**src/rtl/hash_result_reader.sv**
```systemverilog
// hash_result_reader: reads NUM_NONCES H0 result words back from the hash
// core's single-port word memory, compares each against a difficulty target,
// streams one result beat per word over a valid/ready port and tracks the hit
// count plus the lowest hash and its nonce.
// Optional build macro HASH_READER_FILTER_EN: when defined, only hit words are
// streamed (non-hits skip the beat); counters and best tracking still see
// every word.
module hash_result_reader #(
  parameter int NUM_NONCES = 16,
  parameter int CNT_W      = 6
) (
  input  logic             clk,
  input  logic             reset,
  input  logic             start,
  input  logic [15:0]      output_addr,
  input  logic [31:0]      target,
  output logic             mem_clk,
  output logic             mem_we,
  output logic [15:0]      mem_addr,
  output logic [31:0]      mem_write_data,
  input  logic [31:0]      mem_read_data,
  output logic             res_valid,
  input  logic             res_ready,
  output logic [31:0]      res_nonce,
  output logic [31:0]      res_hash,
  output logic             res_hit,
  output logic             busy,
  output logic             done,
  output logic [CNT_W-1:0] hit_count,
  output logic [31:0]      best_nonce,
  output logic [31:0]      best_hash
);

  typedef enum logic [2:0] {
    S_IDLE   = 3'd0,
    S_ADDR   = 3'd1,
    S_WAIT   = 3'd2,
    S_EMIT   = 3'd3,
    S_FINISH = 3'd4
  } state_t;

  state_t           state_q;
  logic [15:0]      base_q;
  logic [31:0]      target_q;
  logic [31:0]      idx_q;
  logic [15:0]      mem_addr_q;
  logic             res_valid_q;
  logic [31:0]      res_nonce_q;
  logic [31:0]      res_hash_q;
  logic             res_hit_q;
  logic             busy_q;
  logic             done_q;
  logic [CNT_W-1:0] hit_count_q;
  logic [31:0]      best_nonce_q;
  logic [31:0]      best_hash_q;

  // Next word index and its memory address (16-bit wrap is intentional).
  logic [31:0] idx_d;
  logic [15:0] mem_addr_d;
  logic        hit_s;
  logic        better_s;
  logic        last_s;
  logic        start_fire_s;

  assign idx_d        = idx_q + 32'd1;
  assign mem_addr_d   = base_q + idx_d[15:0];
  assign hit_s        = (mem_read_data < target_q);
  // Strict compare: on a tie the earlier (lower) nonce is kept.
  assign better_s     = (mem_read_data < best_hash_q);
  assign last_s       = (idx_q == 32'(NUM_NONCES - 1));
  // start is only honoured when no pass is in flight.
  assign start_fire_s = start && ((state_q == S_IDLE) || (state_q == S_FINISH));

  // Read-back sequencer: walks ADDR -> WAIT -> EMIT per word, all outputs registered.
  always_ff @(posedge clk) begin
    if (reset) begin
      state_q      <= S_IDLE;
      base_q       <= 16'd0;
      target_q     <= 32'd0;
      idx_q        <= 32'd0;
      mem_addr_q   <= 16'd0;
      res_valid_q  <= 1'b0;
      res_nonce_q  <= 32'd0;
      res_hash_q   <= 32'd0;
      res_hit_q    <= 1'b0;
      busy_q       <= 1'b0;
      done_q       <= 1'b0;
      hit_count_q  <= '0;
      best_nonce_q <= 32'd0;
      best_hash_q  <= 32'hFFFF_FFFF;
    end else if (start_fire_s) begin
      base_q       <= output_addr;
      target_q     <= target;
      idx_q        <= 32'd0;
      mem_addr_q   <= output_addr;
      hit_count_q  <= '0;
      done_q       <= 1'b0;
      busy_q       <= 1'b1;
      best_hash_q  <= 32'hFFFF_FFFF;
      best_nonce_q <= 32'd0;
      state_q      <= S_ADDR;
    end else begin
      case (state_q)
        S_ADDR: begin
          state_q <= S_WAIT;
        end
        S_WAIT: begin
          res_hash_q  <= mem_read_data;
          res_nonce_q <= idx_q;
          res_hit_q   <= hit_s;
          if (hit_s) begin
            hit_count_q <= hit_count_q + CNT_W'(1);
          end else begin
            hit_count_q <= hit_count_q;
          end
          if (better_s) begin
            best_hash_q  <= mem_read_data;
            best_nonce_q <= idx_q;
          end else begin
            best_hash_q  <= best_hash_q;
          end
`ifdef HASH_READER_FILTER_EN
          if (hit_s) begin
            res_valid_q <= 1'b1;
            state_q     <= S_EMIT;
          end else if (last_s) begin
            busy_q  <= 1'b0;
            done_q  <= 1'b1;
            state_q <= S_FINISH;
          end else begin
            idx_q      <= idx_d;
            mem_addr_q <= mem_addr_d;
            state_q    <= S_ADDR;
          end
`else
          res_valid_q <= 1'b1;
          state_q     <= S_EMIT;
`endif
        end
        S_EMIT: begin
          if (res_ready) begin
            res_valid_q <= 1'b0;
            if (last_s) begin
              busy_q  <= 1'b0;
              done_q  <= 1'b1;
              state_q <= S_FINISH;
            end else begin
              idx_q      <= idx_d;
              mem_addr_q <= mem_addr_d;
              state_q    <= S_ADDR;
            end
          end else begin
            res_valid_q <= 1'b1;
          end
        end
        S_IDLE: begin
          state_q <= S_IDLE;
        end
        S_FINISH: begin
          state_q <= S_FINISH;
        end
        default: begin
          state_q     <= S_IDLE;
          res_valid_q <= 1'b0;
          busy_q      <= 1'b0;
        end
      endcase
    end
  end

  assign mem_clk        = clk;
  assign mem_we         = 1'b0;
  assign mem_write_data = 32'd0;
  assign mem_addr       = mem_addr_q;
  assign res_valid      = res_valid_q;
  assign res_nonce      = res_nonce_q;
  assign res_hash       = res_hash_q;
  assign res_hit        = res_hit_q;
  assign busy           = busy_q;
  assign done           = done_q;
  assign hit_count      = hit_count_q;
  assign best_nonce     = best_nonce_q;
  assign best_hash      = best_hash_q;

endmodule

```
**config.mk**
```make
export PLATFORM = sky130hd
export DESIGN_NAME = hash_result_reader
export DESIGN_NICKNAME = d
export VERILOG_FILES = /design/src/rtl/hash_result_reader.sv
export SDC_FILE = /design/constraint.sdc
export NUM_CORES = 1
export LEC_CHECK = 0
export BUFFER_PORTS_ARGS = -buffer_cell sky130_fd_sc_hd__buf_2
export CAP_MARGIN = 20
export CORE_MARGIN = 4
export CORE_UTILIZATION = 25
export DETAILED_ROUTE_END_ITERATION = 7
export PLACE_DENSITY = 0.46
export SLEW_MARGIN = 20
export SYNTH_ARGS = -nofsm -noshare
export SYNTH_HDL_FRONTEND = slang
export SYNTH_SLANG_ARGS = --single-unit
```
**constraint.sdc**
```tcl
create_clock -name clk -period 3.7 [get_ports clk]
set_input_delay 0.37 -clock clk [delete_from_list [all_inputs] [get_ports clk]]
set_output_delay 0.37 -clock clk [all_outputs]
set_load 0.01 [all_outputs]
```
; ---- Yosys cells after proc, flatten, opt, wreduce, memory -nomap -nowiden
; Cells that the tools add are included.
[word_totals]
input_bits = 84
output_inout_bits = 188
regBits = 237
word_cells = 63
[op_classes]
n_reduce_logical = 16
mux = 14
bitwise_logic = 3
addsub = 3
n_eq_ne = 10
magnitude_cmp = 2
[op_table]
columns = operator, count
row1 = 32-bit less-than comparator, 2
row2 = 16-bit two-way mux, 4
row3 = 32-bit by 1-bit adder with 32-bit output (second input constant), 1
row4 = 32-bit by 4-bit equality test with 1-bit output (second input constant), 1
row5 = 16-bit adder, 1
row6 = 3-bit one-hot mux with 4 select lines, 1
row7 = 3-bit AND reduction, 4
row8 = 2-bit AND reduction, 4
row9 = 6-bit by 1-bit adder with 6-bit output (second input constant), 1
row10 = 3-bit by 2-bit equality test with 1-bit output (second input constant), 2
row11 = 3-bit two-way mux, 2
row12 = 3-bit inequality test (second input constant), 2
row13 = 1-bit two-way mux, 5
row14 = 2-bit by 1-bit inequality test with 1-bit output (second input constant), 2
row15 = 2-bit nonzero test, 2
row16 = 4-bit OR reduction, 1
row17 = 3-bit by 1-bit equality test with 1-bit output (second input constant), 1
row18 = 3-bit equality test (second input constant), 1
row19 = 3-bit zero test, 1
row20 = 1-bit NOT, 3
row21 = 1-bit one-hot mux with 3 select lines, 1
row22 = 3-bit OR reduction, 1
row23 = 2-bit inequality test (second input constant), 1
row24 = 1-bit one-hot mux with 2 select lines, 1
row25 = 3 further kinds, 3

; ---- Depth between registers and ports, before layout
[logic_depth]
ltp_word = 6
mapped_depth = 13
depth_no_buf = 13

==> flow_summary.ini <==
[synth]
synth-warning-count = 0
synth_top_area_share_pct = 39.97
synth_area_um2 = 11870
synthArstFlopShare_pct = 0
synth_area_leaders = dfxtp_1, nand2_1, ha_1, a21oi_1, mux2i_1
netlist_instances = 1481
synth_cell_type_count = 60
synth_flop_cell = dfxtp_1
yosysTopAreaCell = dfxtp_1
synth_seq_area_share_pct = 39.97
ys_ff_latch = 237
avgSynthCellArea_um2 = 8.014
synth_edf_count = 0

[sta]
slew_violations = 0
setup_viol = 0
max_freq_mhz = 296.4
post-route-min-period_ns = 3.374
slew_headroom_pct = 41.94
tightest_slew_ns = 0.8709
finClkSkew_ns = 0.01590
rsz0062_at_grt = no
hold_violations = 0
period_share_pct = 91.18
fin_setup_tns_ns = 0
setup_slack_ns = 0.3263

[placed_design]
gp_congestion = 0.8233
io_buffers = 238
hpwl_um = 27730
dp_slack_ns = 0.3682

[detailed_routing]
dr.pass1.iters = 4
drc_errors = 0
vias = 10860
ant_nets = 0
wirelength_um = 38540
drtIter0Drc = 429
vias_per_cell = 4.541
wl_per_cell_um = 16.11

[grt]
grt_pass1_wl_um = 59030
grt.total_usage_pct = 14.52
grt_remaining_overflow = 0
grt_pass1_vias = 10420
antenna_found_initial = 1
grt_start_max_net_pins = 73

[setup_path]
cp-end-kind = flip-flop
crit_type = reg2reg
crit_arrival_ns = 3.96
cp_max_fo = 6
r2r_slack_ns = 0.33
crit_required_ns = 4.29
startpoint_type = flip-flop

[power]
ir_worst_vdd_v = 0.0003513
p_leak_nw = 6.742
power_density_nw_per_um2 = 444.4

[floorplan]
die_w_um = 225.9
rows = 79
fp.dieH_um = 225.9
coreArea_um2 = 46750
initial_utilization_pct = 25.39
die_area_um2 = 51030
boundaryPins = 272

[worst_hold_path]
worst_hold_path_type = in2reg

[cts]
path_clk_slew_ns = 0.06
cts_tree = yes
clock_latency_ns = 0.69

[cells_and_area]
mostFrequentLayoutCell = nand2_1
syn_to_final_growth_pct = 30.36
layout.nets = 1928
final_cell_mix = nand2_1, dfxtp_1, buf_2, a21oi_1, nor2_1
antenna_cells = 0
drive_above_1_share_pct = 18.49

[status]
status = complete, no violations

[run]
cap_violations = 0
-- area by class of cell --
class / instances / area [µm²]
well taps: 607 / 759.5
clock buffers: 50 / 992.2
clock inverters: 12 / 152.6
inverters: 70 / 262.8
flip-flops and latches: 237 / 4745
fillers: 4983 / 31280
multi-input cells: 1080 / 6404
repair buffers: 336 / 2157
-- Yosys cell counts, types with 16 or more instances --
library cell,n
nand3_1,16
o21ai_0,18
xor2_1,30
xnor2_1,19
buf_4,34
nand2_1,350
clkbuf_1,73
a21oi_1,154
nor2_1,130
inv_1,70
dfxtp_1,237
ha_1,83
mux2i_1,67
nand4_1,18
-- metrics by stage --
stage	power, W	cell area (µm²)	instances	hold WS (ns)	util, %
floorplan	0.003320	11990	1513	0.4363	-
global placement	0.003613	13530	2251	0.4402	28.94
detailed placement	0.003625	13530	2251	0.4451	28.94
CTS	0.007014	15470	2392	0.06374	33.09
global route	0.007212	15470	2392	0.09383	33.09
finish	0.006875	15470	2392	0.1047	33.09
-- flip-flops by register name (all words and copies together), names as in the netlist --
signal,flops
mem_addr,16
state_q,3
res_hit,1
res_valid,1
res_hash,32
base_q,16
busy,1
done,1
target_q,32
res_nonce,32
idx_q,32
best_nonce,32
hit_count,6
best_hash,32
-- report_power, final --
group	leakage, nW	switching, W	total [W]	internal (W)
Clock	0.552	0.00122	0.00327	0.00205
Sequential	1.92	0.0000653	0.00272	0.00265
Combinational	4.26	0.000548	0.000885	0.000336
-- worst max-delay path, stage by stage, from the launching register on --
cell and delay (ns):
dfxtp_1 0.41, ha_1 0.24, nand3_1 0.23, nor2_1 0.23, xor2_1 0.10, ha_1 0.26
or4_1 0.53, o2111a_2 0.21, a2111oi_4 0.35, o31ai_1 0.16, mux2_4 0.32, a221oi_2 0.25
-- final timing paths --
kind | start | to | depth (start not counted)
worst max-delay path | idx_q[1] | mem_addr[14] | 11
worst min-delay path | output_addr[14] | mem_addr[14] | 3
worst max register to register | idx_q[1] | mem_addr[14] | 11
worst min register to register | res_hash[1] | res_hash[1] | 2
-- cells by family after synthesis --
| group | count (synthesis) | share of synthesized area (%) |
|---|---|---|
| AND/OR/NAND/NOR | 587 | 20.93 |
| flip-flops | 237 | 39.97 |
| adder cells (fa/ha/maj) | 84 | 8.918 |
| AO/OA/AOI/OAI | 258 | 13.26 |
| multiplexers | 69 | 5.872 |
| XOR/XNOR | 49 | 3.616 |
| buffers and inverters | 196 | 7.400 |
| other | 1 | 0.03160 |
-- timing repair --
| item | in CTS | in global routing |
|---|---|---|
| resized for setup | 0 | 0 |
| endpoints found under the hold margin | 111 | 0 |
| hold buffers | 80 | 0 |
| setup buffers | 0 | 0 |
-- routing by layer --
layer  vias to the layer above  share of wire, %  global-route usage, %
met4                         2               2.1                  3.359
met1                      5127                47                  19.67
li1                       5466                 -                      -
met2                       218                46                  24.09
met3                        48               4.5                  2.678
met5                         -             0.034                      0
(Power assumes the default switching activity.)
